File: src/rtl/acc_cmd_sequencer_if.sv
// Command/program interface between the accumulator command sequencer and its environment.
// The master side is the sequencer; the slave side is the loader plus the accumulator.
interface acc_cmd_sequencer_if #(parameter int DEPTH = 8);
  localparam int AW = $clog2(DEPTH);

  logic          load_valid;
  logic [1:0]    load_op;
  logic [3:0]    load_operand;
  logic          load_ready;
  logic          start;
  logic          clear;
  logic [1:0]    operation;
  logic [3:0]    operand;
  logic [3:0]    result;
  logic          running;
  logic          done;
  logic          mismatch;
  logic [AW-1:0] err_index;
  logic [3:0]    expected;

  modport master (
    input  load_valid, load_op, load_operand, start, clear, result,
    output load_ready, operation, operand, running, done, mismatch, err_index, expected
  );

  modport slave (
    output load_valid, load_op, load_operand, start, clear, result,
    input  load_ready, operation, operand, running, done, mismatch, err_index, expected
  );
endinterface

File: src/rtl/acc_cmd_sequencer.sv
// Replays a stored program of 4-bit accumulator commands and checks each returned
// result against a shadow copy of the accumulator one cycle after issue.
module acc_cmd_sequencer #(parameter int DEPTH = 8) (
  input logic            clock,
  input logic            reset_L,
  acc_cmd_sequencer_if.master bus
);
  localparam int AW = $clog2(DEPTH);
  localparam logic [AW:0] FULL = (AW+1)'(DEPTH);

  typedef enum logic [1:0] {IDLE, RUN, CHECK, DONE} state_t;
  typedef struct packed {
    logic [1:0] op;
    logic [3:0] opd;
  } cmd_t;

  state_t               state, state_nxt;
  cmd_t [DEPTH-1:0]     mem;
  logic [AW:0]          count;
  logic [AW-1:0]        wptr, rptr, check_idx, err_index;
  logic [3:0]           shadow;
  logic                 check_en, mismatch;
  logic                 accept, go, last_issue, in_rest;

  function automatic logic [3:0] alu(input logic [3:0] a, input logic [1:0] op,
                                     input logic [3:0] b);
    case (op)
      2'd0:    return a + b;
      2'd1:    return a - b;
      2'd2:    return a | b;
      default: return a ^ b;
    endcase
  endfunction

  assign in_rest    = (state == IDLE) || (state == DONE);
  assign go         = in_rest && bus.start && !bus.clear && (count != '0);
  assign accept     = (state == IDLE) && bus.load_valid && (count < FULL) &&
                      !bus.start && !bus.clear;
  assign last_issue = ({1'b0, rptr} == (count - 1'b1));

  always_ff @(posedge clock) begin
    if (!reset_L) state <= IDLE;
    else          state <= state_nxt;
  end

  always_comb begin
    state_nxt = state;
    case (state)
      IDLE, DONE: if (bus.clear) state_nxt = IDLE; else if (go) state_nxt = RUN;
      RUN:        if (bus.clear) state_nxt = IDLE; else if (last_issue) state_nxt = CHECK;
      CHECK:      state_nxt = bus.clear ? IDLE : DONE;
      default:    state_nxt = IDLE;
    endcase
  end

  // Outside RUN the accumulator sees ADD 0 so it holds its value.
  always_comb begin
    bus.operation  = '0;
    bus.operand    = '0;
    bus.load_ready = 1'b0;
    bus.running    = 1'b0;
    bus.done       = 1'b0;
    case (state)
      IDLE:  bus.load_ready = (count < FULL);
      RUN: begin
        bus.operation = mem[rptr].op;
        bus.operand   = mem[rptr].opd;
        bus.running   = 1'b1;
      end
      CHECK: bus.running = 1'b1;
      DONE:  bus.done    = 1'b1;
      default: ;
    endcase
  end

  // Program storage is not reset; count alone decides which entries are valid.
  always_ff @(posedge clock) begin
    if (reset_L && accept) mem[wptr] <= '{op: bus.load_op, opd: bus.load_operand};
  end

  always_ff @(posedge clock) begin
    if (!reset_L) begin
      count     <= '0;
      wptr      <= '0;
      rptr      <= '0;
      shadow    <= '0;
      check_en  <= 1'b0;
      check_idx <= '0;
      mismatch  <= 1'b0;
      err_index <= '0;
    end else begin
      check_en <= 1'b0;
      if (accept) begin
        wptr  <= wptr + 1'b1;
        count <= count + 1'b1;
      end
      if (bus.clear) begin
        count <= '0;
        wptr  <= '0;
        rptr  <= '0;
      end else if (go) begin
        rptr      <= '0;
        shadow    <= bus.result;
        mismatch  <= 1'b0;
        err_index <= '0;
      end else if (state == RUN) begin
        shadow    <= alu(shadow, mem[rptr].op, mem[rptr].opd);
        rptr      <= rptr + 1'b1;
        check_en  <= 1'b1;
        check_idx <= rptr;
      end
      // result lags issue by one cycle, so the shadow is compared a cycle late.
      if (check_en && (bus.result != shadow) && !mismatch) begin
        mismatch  <= 1'b1;
        err_index <= check_idx;
      end
    end
  end

  assign bus.mismatch  = mismatch;
  assign bus.err_index = err_index;
  assign bus.expected  = shadow;
endmodule

File: src/flat_wrapper.sv
// flat-port wrapper written by rule: the top's interface ports become plain ports
module acc_cmd_sequencer_flat 
#(parameter int DEPTH = 8)
  (clock, reset_L, bus_load_valid, bus_load_op, bus_load_operand, bus_start, bus_clear, bus_result, bus_load_ready, bus_operation, bus_operand, bus_running, bus_done, bus_mismatch, bus_err_index, bus_expected);
  acc_cmd_sequencer_if #(.DEPTH(DEPTH)) bus_i ();
  input logic clock;
  input logic reset_L;
  input wire logic [$bits(bus_i.load_valid)-1:0] bus_load_valid;
  input wire logic [$bits(bus_i.load_op)-1:0] bus_load_op;
  input wire logic [$bits(bus_i.load_operand)-1:0] bus_load_operand;
  input wire logic [$bits(bus_i.start)-1:0] bus_start;
  input wire logic [$bits(bus_i.clear)-1:0] bus_clear;
  input wire logic [$bits(bus_i.result)-1:0] bus_result;
  output wire logic [$bits(bus_i.load_ready)-1:0] bus_load_ready;
  output wire logic [$bits(bus_i.operation)-1:0] bus_operation;
  output wire logic [$bits(bus_i.operand)-1:0] bus_operand;
  output wire logic [$bits(bus_i.running)-1:0] bus_running;
  output wire logic [$bits(bus_i.done)-1:0] bus_done;
  output wire logic [$bits(bus_i.mismatch)-1:0] bus_mismatch;
  output wire logic [$bits(bus_i.err_index)-1:0] bus_err_index;
  output wire logic [$bits(bus_i.expected)-1:0] bus_expected;
  assign bus_i.load_valid = bus_load_valid;
  assign bus_i.load_op = bus_load_op;
  assign bus_i.load_operand = bus_load_operand;
  assign bus_i.start = bus_start;
  assign bus_i.clear = bus_clear;
  assign bus_i.result = bus_result;
  assign bus_load_ready = bus_i.load_ready;
  assign bus_operation = bus_i.operation;
  assign bus_operand = bus_i.operand;
  assign bus_running = bus_i.running;
  assign bus_done = bus_i.done;
  assign bus_mismatch = bus_i.mismatch;
  assign bus_err_index = bus_i.err_index;
  assign bus_expected = bus_i.expected;
  acc_cmd_sequencer #(.DEPTH(DEPTH)) u_core (.clock(clock), .reset_L(reset_L), .bus(bus_i));
endmodule
File: config.mk
export PLATFORM = sky130hd
export DESIGN_NAME = acc_cmd_sequencer_flat
export DESIGN_NICKNAME = d
export VERILOG_FILES = /design/src/rtl/acc_cmd_sequencer_if.sv /design/src/rtl/acc_cmd_sequencer.sv /design/src/flat_wrapper.sv
export SDC_FILE = /design/constraint.sdc
export NUM_CORES = 1
export LEC_CHECK = 0
export CAP_MARGIN = 20
export CORE_MARGIN = 8
export CORE_UTILIZATION = 55
export CTS_CLUSTER_DIAMETER = 120
export CTS_CLUSTER_SIZE = 20
export DETAILED_ROUTE_END_ITERATION = 8
export PLACE_DENSITY = 0.77
export SLEW_MARGIN = 20
export SYNTH_ARGS = -nofsm -noshare
export SYNTH_HDL_FRONTEND = slang
export SYNTH_SLANG_ARGS = --single-unit
File: constraint.sdc
create_clock -name clock -period 4.3 [get_ports clock]
set_input_delay 1.29 -clock clock [delete_from_list [all_inputs] [get_ports clock]]
set_output_delay 1.29 -clock clock [all_outputs]
set_load 0.02 [all_outputs]
# Word level (Yosys, flattened, before mapping)
# Cells that the tools add are included.
[word_totals] ff_bits=72 inputBits=15 out_inout_bits=17 word_cells=104
[classes] n_addsub=6 n_lt_le_gt_ge=4 eq_ne=10 n_mux=26 bitwise_logic=5 n_reduce_logical=28
[ops] operator="bitwise mux 48 bit" n=1
[ops] operator="binary-select mux 6 bit (select 3 bit)" n=1
[ops] operator="demux 6 bit (select 3 bit)" n=1
[ops] operator="2-to-1 mux 2 bit" n=6
[ops] operator="2-to-1 mux 4 bit" n=3
[ops] operator="2-to-1 mux 6 bit" n=2
[ops] operator="one-hot mux 4 bit (3 select lines)" n=1
[ops] operator="logical AND 1 bit" n=11
[ops] operator="2-to-1 mux 3 bit" n=3
[ops] operator="< comparator 3 x 4 -> 1 bit (second input constant)" n=2
[ops] operator="2-to-1 mux 1 bit" n=7
[ops] operator="adder 3 x 1 -> 3 bit (second input constant)" n=2
[ops] operator="equality test 2 bit (second input constant)" n=3
[ops] operator="!= test 3 x 2 -> 1 bit (second input constant)" n=2
[ops] operator="one-hot mux 2 bit (3 select lines)" n=1
[ops] operator="AND reduction 2 bit" n=3
[ops] operator="OR reduction 2 bit" n=3
[ops] operator="adder 4 x 1 -> 4 bit (second input constant)" n=1
[ops] operator="adder 4 bit" n=1
[ops] operator="equality test 2 x 1 -> 1 bit (second input constant)" n=2
[ops] operator="equality test 3 x 4 -> 1 bit" n=1
[ops] operator="zero test 2 bit" n=2
[ops] operator="< comparator 4 bit (second input constant)" n=1
[ops] operator="!= test 4 bit" n=1
[ops] operator="13 further kinds" n=18

# Depth between registers and ports, before layout
# Gate-level depths: netlist of run 1.
[logic_depth] ltp_word=8 mapped_depth=13 depth_no_buf=11

# Worst setup path after synthesis of run 1
# OpenSTA, ideal clock, no wires.
[synth_timing] path_kind="reg-to-reg" start="reg u_core.rptr[0]" end="reg u_core.shadow[3] (netlist: u_core.bus.expected[3])" setup_ns=0.127 t_arrival_ns=3.215 required_ns=4.173 slack_ns=0.957 stages_incl_launch_ff=14 n_path_buf=2 period_less_slack_ns=3.343 path_cell_list="dfxtp_1 buf_6 buf_4 mux4_2 mux2i_1 ha_1 nor2_1 xor2_1 ha_1 and3b_1 or3_1 and3_1 nor4b_1 nor3_1"
[synth_via] elab_chain_len=6 word_cells_on_any_way=12 classes_between="2 x add/sub; 2 x eq/ne; 5 x mux; 2 x bitwise; 1 x reduce/logical"
[synth_lines] element="from (decl)" line_no="acc_cmd_sequencer.sv:20" text="logic [AW-1:0] wptr, rptr, check_idx, err_index;"
[synth_lines] element="from (signal assigned)" line_no="acc_cmd_sequencer.sv:108" text="rptr <= rptr + 1'b1;"
[synth_lines] element="binary-select mux 6 bit (select 3 bit) *" line_no="acc_cmd_sequencer.sv:107" text="shadow <= alu(shadow, mem[rptr].op, mem[rptr].opd);"
[synth_lines] element="2-to-1 mux 6 bit (not written as such) *" line_no="acc_cmd_sequencer.sv:107"
[synth_lines] element="subtractor 4 bit (tied with other cells)" line_no="acc_cmd_sequencer.sv:29" text="2'd1: return a - b;"
[synth_lines] element="one-hot mux 4 bit (3 select lines) *" line_no="acc_cmd_sequencer.sv:27" text="case (op)"
[synth_lines] element="2-to-1 mux 4 bit *" line_no="acc_cmd_sequencer.sv:106" text="end else if (state == RUN) begin"
[synth_lines] element="2-to-1 mux 4 bit *" line_no="acc_cmd_sequencer.sv:101" text="end else if (go) begin"
[synth_lines] element="to (signal assigned)" line_no="acc_cmd_sequencer.sv:103" text="shadow <= bus.result;"
[synth_lines] element="to (signal assigned)" line_no="acc_cmd_sequencer.sv:107"
[synth_lines] element="to (decl)" line_no="acc_cmd_sequencer.sv:21" text="logic [3:0] shadow;"
# Every way passes the cells marked *; elsewhere a longest branch is shown, timed or not. The select of a mux whose other input is x is not followed.
# A chain may end at the register's enable or synchronous reset.

# Worst setup path after layout of run 1
[layout_timing] start="reg u_core.rptr[0]" end="out bus_operand[1]"
[layout_via] elab_chain_len=3
[layout_lines] element="binary-select mux 6 bit (select 3 bit)" line_no="acc_cmd_sequencer.sv:67" text="bus.operand = mem[rptr].opd;"
[layout_lines] element="2-to-1 mux 6 bit"
[layout_lines] element="2-to-1 mux 4 bit" line_no="acc_cmd_sequencer.sv:63" text="case (state)"
[layout_lines] element="to (decl)" line_no="flat_wrapper.sv:16" text="output wire logic [$bits(bus_i.operand)-1:0] bus_operand;"
# Every way passes these cells. The select of a mux whose other input is x is not followed.

==> flow_metrics.py, run 1 <==
metrics = {
    "run_status": {
        "run_status": "complete, no violations",
    },
    "run": {
        "max_cap_violations": 0,
    },
    "grt": {
        "grt.overflow.total": 0,
        "largest_net_degree_at_the_start_of_global_routing": 18,
        "groute.usage.overall_pct": 15.61,
        "antenna_found_initial": 0,
        "grt_pass1_wl_microns": 10580,
        "via_count_of_the_first_global_routing_pass": 2119,
    },
    "timing": {
        "layout_worst_path_cycle_share_pct": 89.86,
        "timing.final.max_slew_violations": 0,
        "finalHoldWorstSlack_ns": 0.4767,
        "timing.final.hold_violations": 0,
        "number_of_endpoints_failing_setup_at_the_final_stage": 0,
        "max_freq_ghz": 0.2588,
        "finalWorstPathRequiredPeriod_ns": 3.864,
        "max-slew-margin-rel_pct": 58.49,
        "rsz_0062_raised_after_global_routing": "no",
        "fin_skew_ns": 0.009295,
        "setup_ws_ns": 0.4360,
        "timing.setup.tns_ns": 0,
        "worst_pin_slew_ns": 0.6204,
    },
    "yosys": {
        "synth_compound_gate_area_share_pct": 6.391,
        "syn_inst": 273,
        "synth_top_family_by_area": "simple AND/OR/NAND/NOR gates",
        "seq_area_frac_synth_pct": 55.77,
        "yosys.cell_types.count": 43,
        "yosys_register_bits": 72,
        "synth_xor_xnor_area_share_pct": 3.813,
        "proportion_of_synthesized_area_in_mux_cells_pct": 11.55,
        "number_of_warnings_reported_in_the_yosys_synthesis_log": 0,
        "mappedNetlistNets": 306,
        "synthAdderAreaFrac_pct": 6.754,
        "syn_area_per_cell_sq_um": 12.62,
        "synth_simple_gate_area_share_pct": 12.67,
        "synthesis.area_sq_um": 3446,
    },
    "worst_setup_path": {
        "cpPeakStageDelay_ns": 0.56,
        "start_kind": "flop",
        "worstReg2RegStart": "u_core.rptr[0]",
        "timing.critical_path.cells": "buf_4, mux4_2, mux2i_1, nor2_1, clkdlybuf4s50_1",
        "critical_path_arrival_ns": 2.57,
        "worst-setup-path-type": "reg2out",
        "crit_slowest_cell": "clkdlybuf4s50_1",
        "setup.worst_path.end_class": "output port",
        "crit_start": "u_core.rptr[0]",
        "worst_ep_required_time_ns": 3.01,
        "critical_path.max_fanout": 16,
    },
    "drt": {
        "drt_first_iter_violations": 105,
        "via_count": 2192,
        "post_drt_wl_per_cell_microns": 16.11,
        "drt_pre_antenna_iters": 4,
        "total_routed_wirelength_microns": 6395,
        "post-route-drc-count": 0,
        "drt.antenna.violating_nets": 0,
        "avgViaCountPerCell": 5.521,
    },
    "finish": {
        "finish.utilization_pct": 65.50,
        "drive_above_1_share_pct": 13.13,
        "ff_latch_area_sq_um": 1922,
        "count_of_nets_after_finishing": 348,
        "multi_input_area_sq_um": 1426,
        "number_of_fillers_in_the_final_layout": 455,
        "antenna_cells_inserted": 0,
        "areaGrowthSynthToFinish_pct": 17.94,
    },
    "floorplanning": {
        "die_area_sq_um": 9054,
        "fp.dieW_microns": 95.15,
        "floorplan.core_area_sq_um": 6205,
        "row_count": 29,
        "effective_utilization_at_floorplan_pct": 55.54,
        "io_pins": 32,
        "die_y_microns": 95.15,
    },
    "cts": {
        "cts_resized": 0,
        "clk_latency_ns": 0.34,
        "cts_tree": "done",
        "clock_tree.buffer_depth": 2,
        "cts_root_buffer": "clkbuf_8",
        "clkSlewWorstSetupHoldPaths_ns": 0.08,
        "clock_sink_total": 72,
        "post_cts_buffers": 0,
        "clock_tree.htree_level_count": 3,
        "cts_hold_buffers": 0,
        "numCtsBuffers": 9,
    },
    "power": {
        "post-layout-total-power_mw": 1.335,
        "p_leak_nw": 1.429,
        "switching_power_mw": 0.3232,
        "power_report.internal_total_mw": 1.012,
        "share_seq_of_total_power_pct": 55.9,
        "p_sw_share_pct": 24.21,
        "irDropWorstVdd_v": 0.0001978,
        "share_clk_of_total_power_pct": 35.0,
        "cellPowerDensity_nw_per_um2": 328.5,
        "combinational_group_share_of_total_power_pct": 9.0,
    },
    "place": {
        "detailed_place_hpwl_microns": 4660,
        "finalWeightedCongestion": 0.8279,
        "port_buffers": 31,
        "pre_cts_ws_ns": 0.7384,
    },
    "min_path": {
        "hp-class": "reg2reg",
        "min_from": "u_core.check_idx[0]",
    },
}
-- flip-flops by register name, indices dropped and copies added (netlist names) --
name                  flops
u_core.count              4
u_core.bus.expected       4
u_core.mem               48
u_core.rptr               3
u_core.bus.err_index      3
u_core.bus.mismatch       1
u_core.wptr               3
u_core.check_idx          3
u_core.check_en           1
u_core.state              2
-- worst paths after layout --
| check | endpoint | slack, ns | cells after the start |
|---|---|---|---|
| max | bus_operand[1] | 0.44 | 5 |
| min | u_core.bus.err_index[0] | 0.48 | 2 |
| max reg2reg | u_core.bus.expected[3] | 0.72 | 12 |
| min reg2reg | u_core.bus.err_index[0] | 0.48 | 2 |
-- metrics by stage --
stage          instances  cell area [sq um]
3_3_place_gp         381               3894
4_1_cts              397               4064
6_report             397               4064
3_5_place_dp         381               3894
2_1_floorplan        273               3446
5_1_grt              397               4064
-- power groups by stage --
stage	clock network (mW)	logic, mW	registers, mW
floorplan	0	0.0723	0.764
global placement	0	0.119	0.762
detailed placement	0	0.121	0.763
CTS	0.480	0.122	0.747
global route	0.512	0.134	0.747
finish	0.468	0.121	0.747
-- cell usage after synthesis (all sizes together) --
cell type	n	share of area [%]
ha	17	6.2
mux2	3	1.1
and3	4	0.73
a21boi	3	0.65
nor3	5	0.73
xnor2	6	1.5
nor2	21	2.3
nand2b	4	0.73
buf	2	0.54
o211a	1	0.29
a31oi	4	0.73
a21o	1	0.22
nand3b	3	0.65
mux4	12	7.8
and3b	2	0.51
a21oi	8	1.2
o311ai	2	0.51
clkbuf	10	1.1
nor4b	1	0.25
fa	1	0.58
o21ai	7	1.0
edfxtp	48	42
nor3b	2	0.44
nand2	21	2.3
o211ai	1	0.22
or4	1	0.22
nor2b	7	1.3
nor4bb	1	0.29
nand3	2	0.29
a41oi	2	0.51
xor2	9	2.3
and2	5	0.91
nor4	4	0.73
o21a	2	0.44
mux2i	9	2.6
dfxtp	24	14
or3	2	0.36
o31ai	3	0.65
inv	13	1.4
-- critical path, delay by kind of cell (launching register included) --
kind	cells	cell delay, ns
flops	1	0.33
simple gates	1	0.11
buf+inv	2	0.85
mux	2	0.93
-- layout by cell type, fill, tap and decap left out, drive strengths merged, types with 3 or more instances in the layout --
cell           count
o21ai              7
and2               5
nand3b             3
clkbuf            10
nor3               5
inv               16
mux4              12
nand2b             4
edfxtp            48
dfxtp             24
clkdlybuf4s50     31
nor2b              7
nand2             21
nor4               4
a21boi             3
mux2               3
o31ai              3
xnor2              6
a31oi              4
xor2               9
and3               4
a21oi              8
mux2i              9
ha                17
buf               12
nor2              21
-- logic make-up after synthesis --
kind of cell / Yosys count
adder cells (fa/ha/maj): 18
buffers and inverters: 25
multiplexers: 24
AO/OA/AOI/OAI: 34
flip-flops: 72
XOR/XNOR: 15
AND/OR/NAND/NOR: 85
-- routing by layer --
metal  vias up  GRT usage, %  wire (microns)
met5         -             0               0
met4         0         7.542             136
met3        11         4.646             290
met2        45         23.82            2944
met1      1048         19.90            3024
li1       1088             -               -
-- area by class of cell --
type	instances	share of cell area, %
flip-flops and latches	72	47.29
repair buffers	43	9.852
multi-input cells	176	35.10
clock inverters	6	1.047
well taps	77	2.371
clock buffers	10	3.140
inverters	13	1.201
(Power assumes the default switching activity.)
==> run 2: changes to the inputs <==
CORE_ASPECT_RATIO = 0.5   (was default)
==> flow_metrics.py, run 2 (same netlist as run 1, synthesis figures left out) <==
metrics = {
    "finish": {
        "ff_latch_area_sq_um": 1922,
        "areaGrowthSynthToFinish_pct": 22.66,
        "largest_reg_flops": 48,
        "layout.cells.most_common": "edfxtp_1",
        "drive_above_1_share_pct": 14.55,
        "most-common-layout-cells": "edfxtp_1, clkdlybuf4s50_1, dfxtp_1",
        "count_of_nets_after_finishing": 351,
        "antenna_cells_inserted": 0,
        "number_of_fillers_in_the_final_layout": 415,
        "finish.utilization_pct": 69.79,
        "multi_input_area_sq_um": 1426,
        "top_register": "u_core.mem",
    },
    "place": {
        "port_buffers": 31,
        "detailed_place_hpwl_microns": 5297,
        "finalWeightedCongestion": 0.8704,
    },
    "power": {
        "power_report.internal_total_mw": 1.209,
        "p_sw_share_pct": 24.53,
        "irDropWorstVdd_v": 0.0002728,
        "share_seq_of_total_power_pct": 46.7,
        "combinational_group_share_of_total_power_pct": 7.8,
        "p_leak_nw": 1.508,
        "switching_power_mw": 0.3931,
        "post-layout-total-power_mw": 1.602,
        "share_clk_of_total_power_pct": 45.6,
        "cellPowerDensity_nw_per_um2": 379.0,
    },
    "timing": {
        "number_of_endpoints_failing_setup_at_the_final_stage": 0,
        "max-slew-margin-rel_pct": 30.26,
        "rsz_0062_raised_after_global_routing": "no",
        "timing.final.hold_violations": 0,
        "finalWorstPathRequiredPeriod_ns": 3.871,
        "max_freq_ghz": 0.2583,
        "layout_worst_path_cycle_share_pct": 90.03,
        "worst_pin_slew_ns": 1.044,
        "fin_skew_ns": 0.007324,
        "timing.final.max_slew_violations": 0,
        "timing.setup.tns_ns": 0,
    },
    "drt": {
        "avgViaCountPerCell": 5.562,
        "post_drt_wl_per_cell_microns": 17.90,
        "via_count": 2286,
        "total_routed_wirelength_microns": 7355,
        "drt.antenna.violating_nets": 0,
        "post-route-drc-count": 0,
        "drt_pre_antenna_iters": 4,
        "drt_first_iter_violations": 184,
    },
    "cts": {
        "post_cts_buffers": 0,
        "clkSlewWorstSetupHoldPaths_ns": 0.06,
        "numCtsBuffers": 9,
        "cts_root_buffer": "clkbuf_16",
        "cts_hold_buffers": 0,
        "clock_sink_total": 72,
        "clock_tree.buffer_depth": 2,
        "clock_tree.htree_level_count": 3,
        "clk_latency_ns": 0.34,
        "cts_tree": "done",
        "cts_resized": 0,
    },
    "floorplanning": {
        "floorplan.core_area_sq_um": 6056,
        "die_area_sq_um": 9208,
        "die_y_microns": 71.97,
        "row_count": 20,
        "fp.dieW_microns": 127.9,
        "io_pins": 32,
        "effective_utilization_at_floorplan_pct": 56.90,
    },
    "run_status": {
        "run_status": "complete, no violations",
    },
    "worst_setup_path": {
        "worst_ep_required_time_ns": 3.01,
        "start_kind": "flop",
        "critical_path.max_fanout": 17,
        "worstReg2RegStart": "u_core.rptr[0]",
        "worst-setup-path-type": "reg2out",
        "ff2ff_path_depth": 12,
        "reg2reg_setup_slack_ns": 0.65,
        "setup.worst_path.end_class": "output port",
        "critical_path_arrival_ns": 2.58,
        "crit-reg2reg-capture": "u_core.bus.expected[3]",
    },
    "grt": {
        "antenna_found_initial": 0,
        "grt_pass1_wl_microns": 11840,
        "grt.overflow.total": 0,
        "largest_net_degree_at_the_start_of_global_routing": 18,
        "groute.usage.overall_pct": 16.90,
        "via_count_of_the_first_global_routing_pass": 2251,
    },
    "run": {
        "max_cap_violations": 0,
    },
    "min_path": {
        "min_from": "u_core.check_idx[2]",
        "timing.hold.worst_path_depth": 2,
        "hold-path-endpoint": "u_core.bus.err_index[2]",
        "hp-class": "reg2reg",
    },
}
==> run 2: cell count changes in the layout (fill, tap and decap cells not counted), sizes merged <==
cell	before	now
buf	12	15
clkbuf	10	9
clkinvlp	1	0
inv	16	18
==> run 2: final cells by class <==
class                   instances  share of cell area (%)
flip-flops and latches         72                   45.47
clock buffers                   9                   5.329
inverters                      13                   1.155
well taps                      88                   2.605
clock inverters                 7                   1.687
repair buffers                 46                   10.01
multi-input cells             176                   33.75
==> run 2: power groups by stage <==
stage               clock [mW]  sequential (mW)  combinational, mW
floorplan                    0            0.764             0.0723
global placement             0            0.762              0.119
detailed placement           0            0.763              0.123
CTS                      0.744            0.747              0.124
global route             0.769            0.748              0.136
finish                   0.730            0.748              0.124
==> run 2: layer usage <==
layer	part of all wire (%)	global-route usage, %	routed length [microns]	vias to the layer above
met3	5.8	4.678	427	12
met4	1.7	7.050	122	0
met1	47	21.80	3439	1105
met5	0	0	0	-
li1	-	-	-	1097
met2	46	26.48	3365	72
==> run 2: per-stage QoR <==
| stage | cells | setup slack [ns] | cell area [sq um] | hold slack (ns) |
|---|---|---|---|---|
| floorplan | 273 | 0.9572 | 3446 | 0.4403 |
| global placement | 395 | 0.7144 | 3930 | 0.4619 |
| detailed placement | 395 | 0.6911 | 3930 | 0.4749 |
| CTS | 411 | 0.4325 | 4227 | 0.4876 |
| global route | 411 | 0.3245 | 4227 | 0.5123 |
| finish | 411 | 0.4289 | 4227 | 0.4893 |
==> run 2: how the worst max path moves through the flow <==
| stage | slack [ns] | cells after the start | to | start |
|---|---|---|---|---|
| finish | 0.43 | 5 | bus_operand[1] | u_core.rptr[0] |
| global route | 0.32 | 5 | bus_operand[2] | u_core.rptr[0] |
| CTS | 0.43 | 5 | bus_operand[1] | u_core.rptr[0] |
| detailed placement | 0.69 | 12 | u_core.bus.expected[3] | u_core.rptr[0] |
| global placement | 0.71 | 6 | u_core.mem[41] | bus_clear |
| floorplan | 0.96 | 13 | u_core.bus.expected[3] | u_core.rptr[0] |
==> run 2: worst max-delay path, stage by stage, from the launching register on <==
cell	delay, ns
dfxtp_1	0.31
buf_4	0.28
mux4_2	0.53
mux2i_1	0.47
nor2_1	0.09
clkdlybuf4s50_1	0.56
==> run 3: changes to the inputs <==
CORE_MARGIN = 3   (was 8)
SLEW_MARGIN = default   (was 20)
clock period = 4.35 ns   (was 4.3 ns; I/O delays follow)
==> flow_metrics.py, run 3 (same netlist as run 1, synthesis figures left out) <==
metrics = {
    "run_status": {
        "run_status": "complete, no violations",
    },
    "timing": {
        "rsz_0062_raised_after_global_routing": "no",
        "worst_pin_slew_ns": 1.051,
        "fin_skew_ns": 0.005166,
        "number_of_endpoints_failing_setup_at_the_final_stage": 0,
        "layout_worst_path_cycle_share_pct": 89.75,
        "timing.final.max_slew_violations": 0,
        "timing.setup.tns_ns": 0,
        "max-slew-margin-rel_pct": 29.42,
        "timing.final.hold_violations": 0,
        "finalWorstPathRequiredPeriod_ns": 3.904,
        "max_freq_ghz": 0.2561,
    },
    "drt": {
        "routed.top_layer": "met4",
        "via_count": 2256,
        "total_routed_wirelength_microns": 7092,
        "met2_wire_len_microns": 3249,
        "drt_first_iter_violations": 188,
        "post-route-drc-count": 0,
        "drt_pre_antenna_iters": 4,
        "drt.antenna.violating_nets": 0,
        "avgViaCountPerCell": 5.598,
        "drt-met1-wl_microns": 3390,
        "routed-wl-met3_microns": 425,
        "post_drt_wl_per_cell_microns": 17.60,
    },
    "floorplanning": {
        "io_pins": 32,
        "die_area_sq_um": 7309,
        "row_count": 19,
        "floorplan.core_area_sq_um": 5753,
        "fp.dieW_microns": 117.9,
        "effective_utilization_at_floorplan_pct": 59.90,
        "die_y_microns": 61.97,
    },
    "worst_setup_path": {
        "critical_path_arrival_ns": 2.60,
        "worst-setup-path-type": "reg2out",
        "start_kind": "flop",
        "worst_ep_required_time_ns": 3.04,
        "setup.worst_path.end_class": "output port",
        "reg2reg_setup_slack_ns": 0.76,
        "critical_path.max_fanout": 17,
    },
    "cts": {
        "clock_sink_total": 72,
        "cts_tree": "done",
        "cts_hold_buffers": 0,
        "cts_root_buffer": "clkbuf_16",
        "clk_latency_ns": 0.33,
        "clock_tree.buffer_depth": 2,
        "numCtsBuffers": 9,
        "post_cts_buffers": 0,
        "cts_resized": 0,
        "clock_tree.htree_level_count": 3,
        "clkSlewWorstSetupHoldPaths_ns": 0.06,
    },
    "min_path": {
        "hp-class": "reg2reg",
    },
    "finish": {
        "top_register": "u_core.mem",
        "finish.instance_area_sq_um": 4197,
        "count_of_nets_after_finishing": 347,
        "ff_latch_area_sq_um": 1922,
        "most-common-layout-cells": "edfxtp_1, clkdlybuf4s50_1, dfxtp_1",
        "multi_input_area_sq_um": 1426,
        "antenna_cells_inserted": 0,
        "number_of_fillers_in_the_final_layout": 381,
        "drive_above_1_share_pct": 13.17,
        "layout.cells.most_common": "edfxtp_1",
        "areaGrowthSynthToFinish_pct": 21.79,
        "largest_reg_flops": 48,
    },
    "place": {
        "post_dp_cell_area_sq_um": 3887,
        "detailed_place_hpwl_microns": 4902,
        "port_buffers": 31,
        "finalWeightedCongestion": 0.8394,
    },
    "power": {
        "cellPowerDensity_nw_per_um2": 380.5,
        "irDropWorstVdd_v": 0.0002366,
        "p_leak_nw": 1.483,
        "post-layout-total-power_mw": 1.597,
    },
    "grt": {
        "grt_pass1_wl_microns": 11410,
        "groute.usage.overall_pct": 21.10,
        "largest_net_degree_at_the_start_of_global_routing": 20,
        "via_count_of_the_first_global_routing_pass": 2140,
        "antenna_found_initial": 0,
        "grt.overflow.total": 0,
    },
    "run": {
        "max_cap_violations": 0,
    },
}
-- run 3: per-stage QoR --
step | cells | setup slack, ns | utilization [%] | hold WS [ns]
floorplan | 273 | 1.007 | - | 0.4403
global placement | 386 | 0.5459 | 67.57 | 0.4633
detailed placement | 386 | 0.5953 | 67.57 | 0.4813
CTS | 402 | 0.4254 | 72.81 | 0.4969
global route | 403 | 0.3278 | 72.94 | 0.5122
finish | 403 | 0.4460 | 72.94 | 0.5012
-- run 3: routing by layer --
layer | vias to the layer above | GRT usage, %
met5 | - | 0
met4 | 0 | 6.833
met3 | 2 | 5.877
met2 | 58 | 33.36
met1 | 1115 | 29.21
li1 | 1081 | -
-- run 3: worst max-delay path, stage by stage, from the launching register on --
cell	delay [ns]
dfxtp_1	0.32
buf_4	0.29
mux4_2	0.56
mux2i_1	0.41
nor2_1	0.12
clkdlybuf4s50_1	0.57
-- run 3: worst paths after layout --
check	to	start	cells after the start
min	u_core.bus.err_index[0]	u_core.check_idx[0]	2
max	bus_operand[1]	u_core.rptr[0]	5
max reg2reg	u_core.bus.expected[3]	u_core.rptr[0]	12
min reg2reg	u_core.bus.err_index[0]	u_core.check_idx[0]	2
-- run 3: cell type report --
| cell class | instances | share of cell area, % |
|---|---|---|
| sequential | 72 | 45.80 |
| tap | 84 | 2.504 |
| clock inverter | 7 | 1.819 |
| multi-input combinational | 176 | 33.99 |
| clock buffer | 9 | 5.367 |
| inverter | 13 | 1.163 |
| timing repair buffer | 42 | 9.362 |
-- run 3: power by group --
part	switching [mW]	internal (mW)	total, mW	leakage [nW]
combinational	0.0643	0.0572	0.121	0.713
clock	0.287	0.449	0.736	0.145
sequential	0.00540	0.734	0.739	0.626
total	0.356	1.24	1.60	1.48
